==> config.mk <==
export PLATFORM = sky130hd
export DESIGN_NAME = mem_access_ctrl_flat
export DESIGN_NICKNAME = d
export VERILOG_FILES = /design/src/rtl/mem_access_ctrl_if.sv /design/src/rtl/mem_access_ctrl.sv /design/src/flat_wrapper.sv
export SDC_FILE = /design/constraint.sdc
export NUM_CORES = 1
export LEC_CHECK = 0
export CAP_MARGIN = 20
export CORE_UTILIZATION = 50
export DETAILED_ROUTE_END_ITERATION = 8
export HOLD_SLACK_MARGIN = 0.05
export PLACE_DENSITY_LB_ADDON = 0.12
export SETUP_SLACK_MARGIN = 0.4
export SKIP_CTS_REPAIR_TIMING = 1
export SLEW_MARGIN = 5
export SYNTH_ARGS = -nofsm -noshare
export SYNTH_HDL_FRONTEND = slang
export SYNTH_SLANG_ARGS = --single-unit
==> constraint.sdc <==
create_clock -name clk -period 3.8 [get_ports clk]
set_clock_uncertainty 0.2 [all_clocks]
set_input_delay 0.76 -clock clk [delete_from_list [all_inputs] [get_ports clk]]
set_output_delay 0.76 -clock clk [all_outputs]
set_load 0.01 [all_outputs]
==> src/rtl/mem_access_ctrl_if.sv <==
// Pipeline request/response channel plus data-bus channel of the load/store controller.
// The controller uses the slave view; the pipeline/memory side uses the master view.
interface mem_access_ctrl_if #(
    parameter int DATA_W = 32,
    parameter int ADDR_W = 32
);
    logic                  req_valid;
    logic                  req_ready;
    logic [3:0]            req_op;
    logic [ADDR_W-1:0]     req_addr;
    logic [DATA_W-1:0]     req_wdata;
    logic                  rsp_valid;
    logic                  rsp_ready;
    logic [DATA_W-1:0]     rsp_rdata;
    logic [1:0]            rsp_exc;
    logic                  bus_req;
    logic                  bus_we;
    logic [ADDR_W-1:0]     bus_addr;
    logic [DATA_W/8-1:0]   bus_byteen;
    logic [DATA_W-1:0]     bus_wdata;
    logic                  bus_gnt;
    logic                  bus_rvalid;
    logic [DATA_W-1:0]     bus_rdata;

    modport master (
        output req_valid, req_op, req_addr, req_wdata, rsp_ready,
               bus_gnt, bus_rvalid, bus_rdata,
        input  req_ready, rsp_valid, rsp_rdata, rsp_exc,
               bus_req, bus_we, bus_addr, bus_byteen, bus_wdata
    );

    modport slave (
        input  req_valid, req_op, req_addr, req_wdata, rsp_ready,
               bus_gnt, bus_rvalid, bus_rdata,
        output req_ready, rsp_valid, rsp_rdata, rsp_exc,
               bus_req, bus_we, bus_addr, bus_byteen, bus_wdata
    );
endinterface

==> src/rtl/mem_access_ctrl.sv <==
// Single-outstanding load/store controller: lane-aligns stores, extends loads,
// flags misaligned/illegal-size/timeout accesses, stalls on a variable-latency bus.
module mem_access_ctrl #(
    parameter int DATA_W  = 32,
    parameter int ADDR_W  = 32,
    parameter int TIMEOUT = 255
) (
    input  logic              clk,
    input  logic              reset_n,
    mem_access_ctrl_if.slave  io
);
    localparam int NB = DATA_W / 8;
    localparam int LB = $clog2(NB);
    localparam int TW = $clog2(TIMEOUT + 1);

    typedef enum logic [1:0] {IDLE, ISSUE, WAIT_R, RESP} state_t;
    state_t state, state_n;

    logic              r_we, r_uns;
    logic [1:0]        r_size, r_exc;
    logic [LB-1:0]     r_lane;
    logic [ADDR_W-1:0] r_addr;
    logic [NB-1:0]     r_be;
    logic [DATA_W-1:0] r_wd, r_rdata;
    logic [TW-1:0]     timer;

    // Accept-time decode, straight from the request fields
    logic [1:0]        a_size, a_exc;
    logic [LB-1:0]     a_lane;
    logic [3:0]        a_bytes;
    logic [NB-1:0]     a_be;
    logic [DATA_W-1:0] a_wd;

    always_comb begin
        a_size  = io.req_op[2:1];
        a_lane  = io.req_addr[LB-1:0];
        a_bytes = 4'd1 << a_size;
        a_exc   = 2'd0;
        if (DATA_W == 32 && a_size == 2'd3)
            a_exc = 2'd2;
        else if ((a_lane & LB'(a_bytes - 4'd1)) != '0)
            a_exc = 2'd1;
        a_be = ~({NB{1'b1}} << a_bytes);
        a_be = a_be << a_lane;
        a_wd = (io.req_wdata & ~({DATA_W{1'b1}} << {a_bytes, 3'b000})) << {a_lane, 3'b000};
    end

    // Load extension: the top bit of the size mask selects the sign bit
    logic [DATA_W-1:0] l_sh, l_mask, l_top, l_ext;
    logic [6:0]        l_nbits;

    always_comb begin
        l_sh    = io.bus_rdata >> {r_lane, 3'b000};
        l_nbits = 7'd8 << r_size;
        l_mask  = ~({DATA_W{1'b1}} << l_nbits);
        l_top   = l_mask & ~(l_mask >> 1);
        l_ext   = (l_sh & l_mask) | ((!r_uns && |(l_sh & l_top)) ? ~l_mask : '0);
    end

    always_ff @(posedge clk or negedge reset_n) begin
        if (!reset_n) state <= IDLE;
        else          state <= state_n;
    end

    always_comb begin
        state_n = state;
        case (state)
            IDLE:    if (io.req_valid) state_n = (a_exc != 2'd0) ? RESP : ISSUE;
            ISSUE:   if (io.bus_gnt) state_n = r_we ? RESP : WAIT_R;
            WAIT_R:  if (io.bus_rvalid || timer == TW'(TIMEOUT)) state_n = RESP;
            RESP:    if (io.rsp_ready) state_n = IDLE;
            default: state_n = IDLE;
        endcase
    end

    always_ff @(posedge clk or negedge reset_n) begin
        if (!reset_n) begin
            r_we    <= 1'b0;
            r_uns   <= 1'b0;
            r_size  <= '0;
            r_exc   <= '0;
            r_lane  <= '0;
            r_addr  <= '0;
            r_be    <= '0;
            r_wd    <= '0;
            r_rdata <= '0;
            timer   <= '0;
        end else begin
            case (state)
                IDLE: if (io.req_valid) begin
                    r_we    <= io.req_op[3];
                    r_uns   <= io.req_op[0];
                    r_size  <= a_size;
                    r_lane  <= a_lane;
                    r_addr  <= {io.req_addr[ADDR_W-1:LB], {LB{1'b0}}};
                    r_be    <= io.req_op[3] ? a_be : '0;
                    r_wd    <= io.req_op[3] ? a_wd : '0;
                    r_exc   <= a_exc;
                    r_rdata <= '0;
                end
                ISSUE: timer <= '0;
                WAIT_R: begin
                    timer <= timer + 1'b1;
                    if (io.bus_rvalid)               r_rdata <= l_ext;
                    else if (timer == TW'(TIMEOUT))  r_exc   <= 2'd3;
                end
                default: ;
            endcase
        end
    end

    // All outputs decode from registered state only
    logic issue, resp;
    assign issue         = (state == ISSUE);
    assign resp          = (state == RESP);
    assign io.req_ready  = (state == IDLE);
    assign io.bus_req    = issue;
    assign io.bus_we     = issue & r_we;
    assign io.bus_addr   = issue ? r_addr : '0;
    assign io.bus_byteen = issue ? r_be : '0;
    assign io.bus_wdata  = issue ? r_wd : '0;
    assign io.rsp_valid  = resp;
    assign io.rsp_rdata  = resp ? r_rdata : '0;
    assign io.rsp_exc    = resp ? r_exc : '0;
endmodule

==> src/flat_wrapper.sv <==
// flat-port wrapper written by rule: the top's interface ports become plain ports
module mem_access_ctrl_flat 
#(
    parameter int DATA_W  = 32,
    parameter int ADDR_W  = 32,
    parameter int TIMEOUT = 255
)
  (clk, reset_n, io_req_valid, io_req_op, io_req_addr, io_req_wdata, io_rsp_ready, io_bus_gnt, io_bus_rvalid, io_bus_rdata, io_req_ready, io_rsp_valid, io_rsp_rdata, io_rsp_exc, io_bus_req, io_bus_we, io_bus_addr, io_bus_byteen, io_bus_wdata);
  mem_access_ctrl_if #(.DATA_W(DATA_W), .ADDR_W(ADDR_W)) io_i ();
  input  logic clk;
  input  logic reset_n;
  input wire logic [$bits(io_i.req_valid)-1:0] io_req_valid;
  input wire logic [$bits(io_i.req_op)-1:0] io_req_op;
  input wire logic [$bits(io_i.req_addr)-1:0] io_req_addr;
  input wire logic [$bits(io_i.req_wdata)-1:0] io_req_wdata;
  input wire logic [$bits(io_i.rsp_ready)-1:0] io_rsp_ready;
  input wire logic [$bits(io_i.bus_gnt)-1:0] io_bus_gnt;
  input wire logic [$bits(io_i.bus_rvalid)-1:0] io_bus_rvalid;
  input wire logic [$bits(io_i.bus_rdata)-1:0] io_bus_rdata;
  output wire logic [$bits(io_i.req_ready)-1:0] io_req_ready;
  output wire logic [$bits(io_i.rsp_valid)-1:0] io_rsp_valid;
  output wire logic [$bits(io_i.rsp_rdata)-1:0] io_rsp_rdata;
  output wire logic [$bits(io_i.rsp_exc)-1:0] io_rsp_exc;
  output wire logic [$bits(io_i.bus_req)-1:0] io_bus_req;
  output wire logic [$bits(io_i.bus_we)-1:0] io_bus_we;
  output wire logic [$bits(io_i.bus_addr)-1:0] io_bus_addr;
  output wire logic [$bits(io_i.bus_byteen)-1:0] io_bus_byteen;
  output wire logic [$bits(io_i.bus_wdata)-1:0] io_bus_wdata;
  assign io_i.req_valid = io_req_valid;
  assign io_i.req_op = io_req_op;
  assign io_i.req_addr = io_req_addr;
  assign io_i.req_wdata = io_req_wdata;
  assign io_i.rsp_ready = io_rsp_ready;
  assign io_i.bus_gnt = io_bus_gnt;
  assign io_i.bus_rvalid = io_bus_rvalid;
  assign io_i.bus_rdata = io_bus_rdata;
  assign io_req_ready = io_i.req_ready;
  assign io_rsp_valid = io_i.rsp_valid;
  assign io_rsp_rdata = io_i.rsp_rdata;
  assign io_rsp_exc = io_i.rsp_exc;
  assign io_bus_req = io_i.bus_req;
  assign io_bus_we = io_i.bus_we;
  assign io_bus_addr = io_i.bus_addr;
  assign io_bus_byteen = io_i.bus_byteen;
  assign io_bus_wdata = io_i.bus_wdata;
  mem_access_ctrl #(.DATA_W(DATA_W), .ADDR_W(ADDR_W), .TIMEOUT(TIMEOUT)) u_core (.clk(clk), .reset_n(reset_n), .io(io_i));
endmodule
==> impl_metrics.yaml <==
sta:
  rsz0062_at_grt: "no"
  fin_crit_sh_pct: 85.5
  whs_ps: 169
  relSlewSlack_pct: 30.0
  tightest_slew_ps: 1050
  final-hold-violation-count: 0
  setup_tns_ps: 0
  period_needed_ps: 3250
  drv_slew: 0
  setup_viol: 0
  fmax_mhz: 308
setup_path:
  crit_path_end_kind: "output pin"
  crit_fanout: 68
  arrival_ps: 2290
  start_kind: "register"
  critical_path.cell_chain: "inv_1, ha_1, clkbuf_8, and2_1, clkdlybuf4s50_1"
  cp_top_family: "buffers and inverters"
  path_buf_inv: 3
  crit_type: "register to output pin"
  crit_required_ps: 2840
  crit_slowest_cell: "clkdlybuf4s50_1"
  cpPeakStageDelay_ps: 560
detailed_routing:
  first_pass_iters: 7
  wl_per_cell_microns: 18.2
  viasPerCell: 5.67
  antenna_left: 0
  drt-total-wl_microns: 17900
  post-route-drc-count: 0
  vias: 5562
  drt_iter0_markers: 498
floorplanning:
  die_y_microns: 114
  core-area_sq_mm: 0.0122
  die_x_microns: 114
  core.rowCount: 40
  start_util_pct: 51.7
  io_pins: 212
  design.die.area_sq_mm: 0.0130
global_routing:
  grt_start_max_net_pins: 75
  grt_overflow: 0
  grt_use_total_pct: 28.4
  grt_pass1_wl_microns: 28500
  antenna_found_initial: 0
  grt_pass1_vias: 5471
clock_tree:
  clk_pin_slew_ps: 60
  clk_latency_ps: 420
  tritoncts: "done"
  cts.path.max_buffers: 2
  cts-root-buf: "clkbuf_16"
  cts_sinks: 116
  cts_buffers: 17
  h-tree-depth: 4
power_and_ir_drop:
  seqPwrFrac_pct: 33.1
  p_sw_mw: 2.21
  p_sw_share_pct: 34.3
  p_per_area_mw_per_mm2: 711
  p_int_mw: 4.23
  pwr-share-comb_pct: 41.8
  irDropWorstVdd_mv: 0.525
  p_leak_nw: 3.88
  clkPwrFrac_pct: 25.1
placement:
  io_buffers: 209
  globalplace.congestion: 0.881
  placed_area_sq_mm: 0.00844
  hpwl_microns: 12300
yosys:
  async_flop_share_pct: 100
  syn_inst: 610
  seq_area_frac_synth_pct: 46.2
  syn-cell-area_sq_mm: 0.00629
  synth_seq_cells: 116
  syn_avg_cell_area_sq_um: 10.3
  yosys_warnings: 0
  synth_top_flop_cell: "dfrtp_1"
  synth_cell_type_count: 50
  synth-edff-count: 0
final_layout:
  design_area_sq_mm: 0.00906
  final.fill_count: 878
  fin_nets: 911
  seqCellArea_sq_mm: 0.00290
  diodes: 0
  layout-drive-gt1-share_pct: 13.3
  multi_input_area_sq_mm: 0.00313
  synthToLayoutAreaGrowth_pct: 44.0
run:
  drv_cap: 0
run_status:
  outcome: "complete, no violations"
worst_hold_path:
  hp-class: "input port to asynchronous set/reset pin"
[worst paths after layout]
kind / startpoint / endpoint / slack, ps / cells past startpoint
hold reg to reg: u_core.r_be[0]$_DFFE_PN0P_ / u_core.r_be[0]$_DFFE_PN0P_ / 280 / 1
setup reg to reg: u_core.r_lane[1]$_DFFE_PN0P_ / u_core.r_rdata[22]$_DFFE_PN0P_ / 1110 / 4
max in group asynchronous: reset_n / u_core.r_wd[16]$_DFFE_PN0P_ / 2300 / 2
min in group clk: u_core.r_be[0]$_DFFE_PN0P_ / u_core.r_be[0]$_DFFE_PN0P_ / 280 / 1
setup / recovery: u_core.state[1]$_DFFE_PN0P_ / io_bus_addr[11] / 550 / 5
hold / removal: reset_n / u_core.r_wd[21]$_DFFE_PN0P_ / 170 / 1
[through the flow]
step	setup WS (ps)	utilization, %	std cells	total power, mW
finish	552	74.5	981	6.44
global placement	804	69.4	949	4.70
detailed placement	687	69.4	949	4.80
floorplan	1470	-	611	3.74
global route	413	74.5	981	6.81
CTS	276	74.4	981	6.45
[power by group through the flow]
stage                     clock [mW]  sequential [mW]  combinational, mW
after global routing            1.69             2.20               2.92
after floorplan                    0             1.96               1.78
final                           1.62             2.13               2.69
after global placement             0             2.11               2.59
after detailed placement           0             2.14               2.66
after CTS                       1.64             2.12               2.69
[cells in the final DEF (no fill, tap or decap), types with 5 or more instances in the layout]
master / count
clkdlybuf4s50_1: 208
dfrtp_1: 116
and2_1: 101
nand2_1: 58
mux2_2: 43
o21ai_0: 40
a22o_1: 27
nor2b_1: 17
clkbuf_16: 17
a211o_1: 15
a32o_1: 15
nor2_1: 12
a21oi_1: 11
mux2i_1: 10
a221o_2: 10
a32oi_1: 9
inv_1: 8
o21a_1: 8
buf_4: 8
nand3_1: 6
a221o_1: 6
nand2b_1: 5
clkbuf_8: 5
[synthesized netlist by cell type (5+ instances only)]
library cell    n  area [sq um]
mux2_2         43           484
o21ai_0        40           200
a221o_1         6          60.1
inv_1           8          30.0
a22o_1         27           236
nor2b_1        17           106
mux2i_1        10           100
buf_2          13          65.1
a221o_2        10           113
ha_1            5          62.6
nand2b_1        5          31.3
clkbuf_1       24          90.1
nor2_1         12          45.0
a211o_1        15           131
dfrtp_1       116          2900
and2_1        101           632
a21oi_1        11          55.1
a32oi_1         9          78.8
nand3_1         6          30.0
a32o_1         15           150
o21a_1          8          60.1
nand2_1        59           221
[state kept, by name (all words and copies together), names as in the netlist]
signal          count
u_core.r_be         4
u_core.r_wd        32
u_core.state        2
u_core.r_uns        1
u_core.r_exc        2
u_core.r_lane       2
u_core.r_rdata     32
u_core.timer        8
u_core.r_size       2
u_core.r_we         1
u_core.r_addr      30
[cell families (layout without fill, tap and decap cells)]
group,Yosys count,after routing,synth area share [%]
compound gates,160,160,19.6
xor+xnor,2,2,0.279
fa+ha+maj,5,5,0.995
buf+inv,56,258,4.20
flops,116,116,46.2
mux,54,54,9.65
other cells,1,2,0.0596
simple gates,216,216,19.1
[worst reg2reg max path, stage by stage (launching register included)]
cell,delay [ps]
dfrtp_1,1030
mux2i_1,230
o221ai_1,240
nor4b_4,700
a221o_2,220
[layout make-up]
class / count / share of cell area (%)
clock inverter: 11 / 1.38
multi-input combinational: 439 / 34.6
sequential: 116 / 32.1
clock buffer: 21 / 5.31
tap: 168 / 2.32
inverter: 8 / 0.332
timing repair buffer: 218 / 24.0
[per-layer routing]
metal | vias up | track usage (%) | wire length (microns)
li1 | 2562 | - | -
met3 | 26 | 8.21 | 1380
met1 | 2732 | 37.7 | 7580
met2 | 242 | 44.9 | 8630
met4 | 0 | 9.00 | 308
met5 | - | 0 | 0
Power figures use the tool's default switching activity.
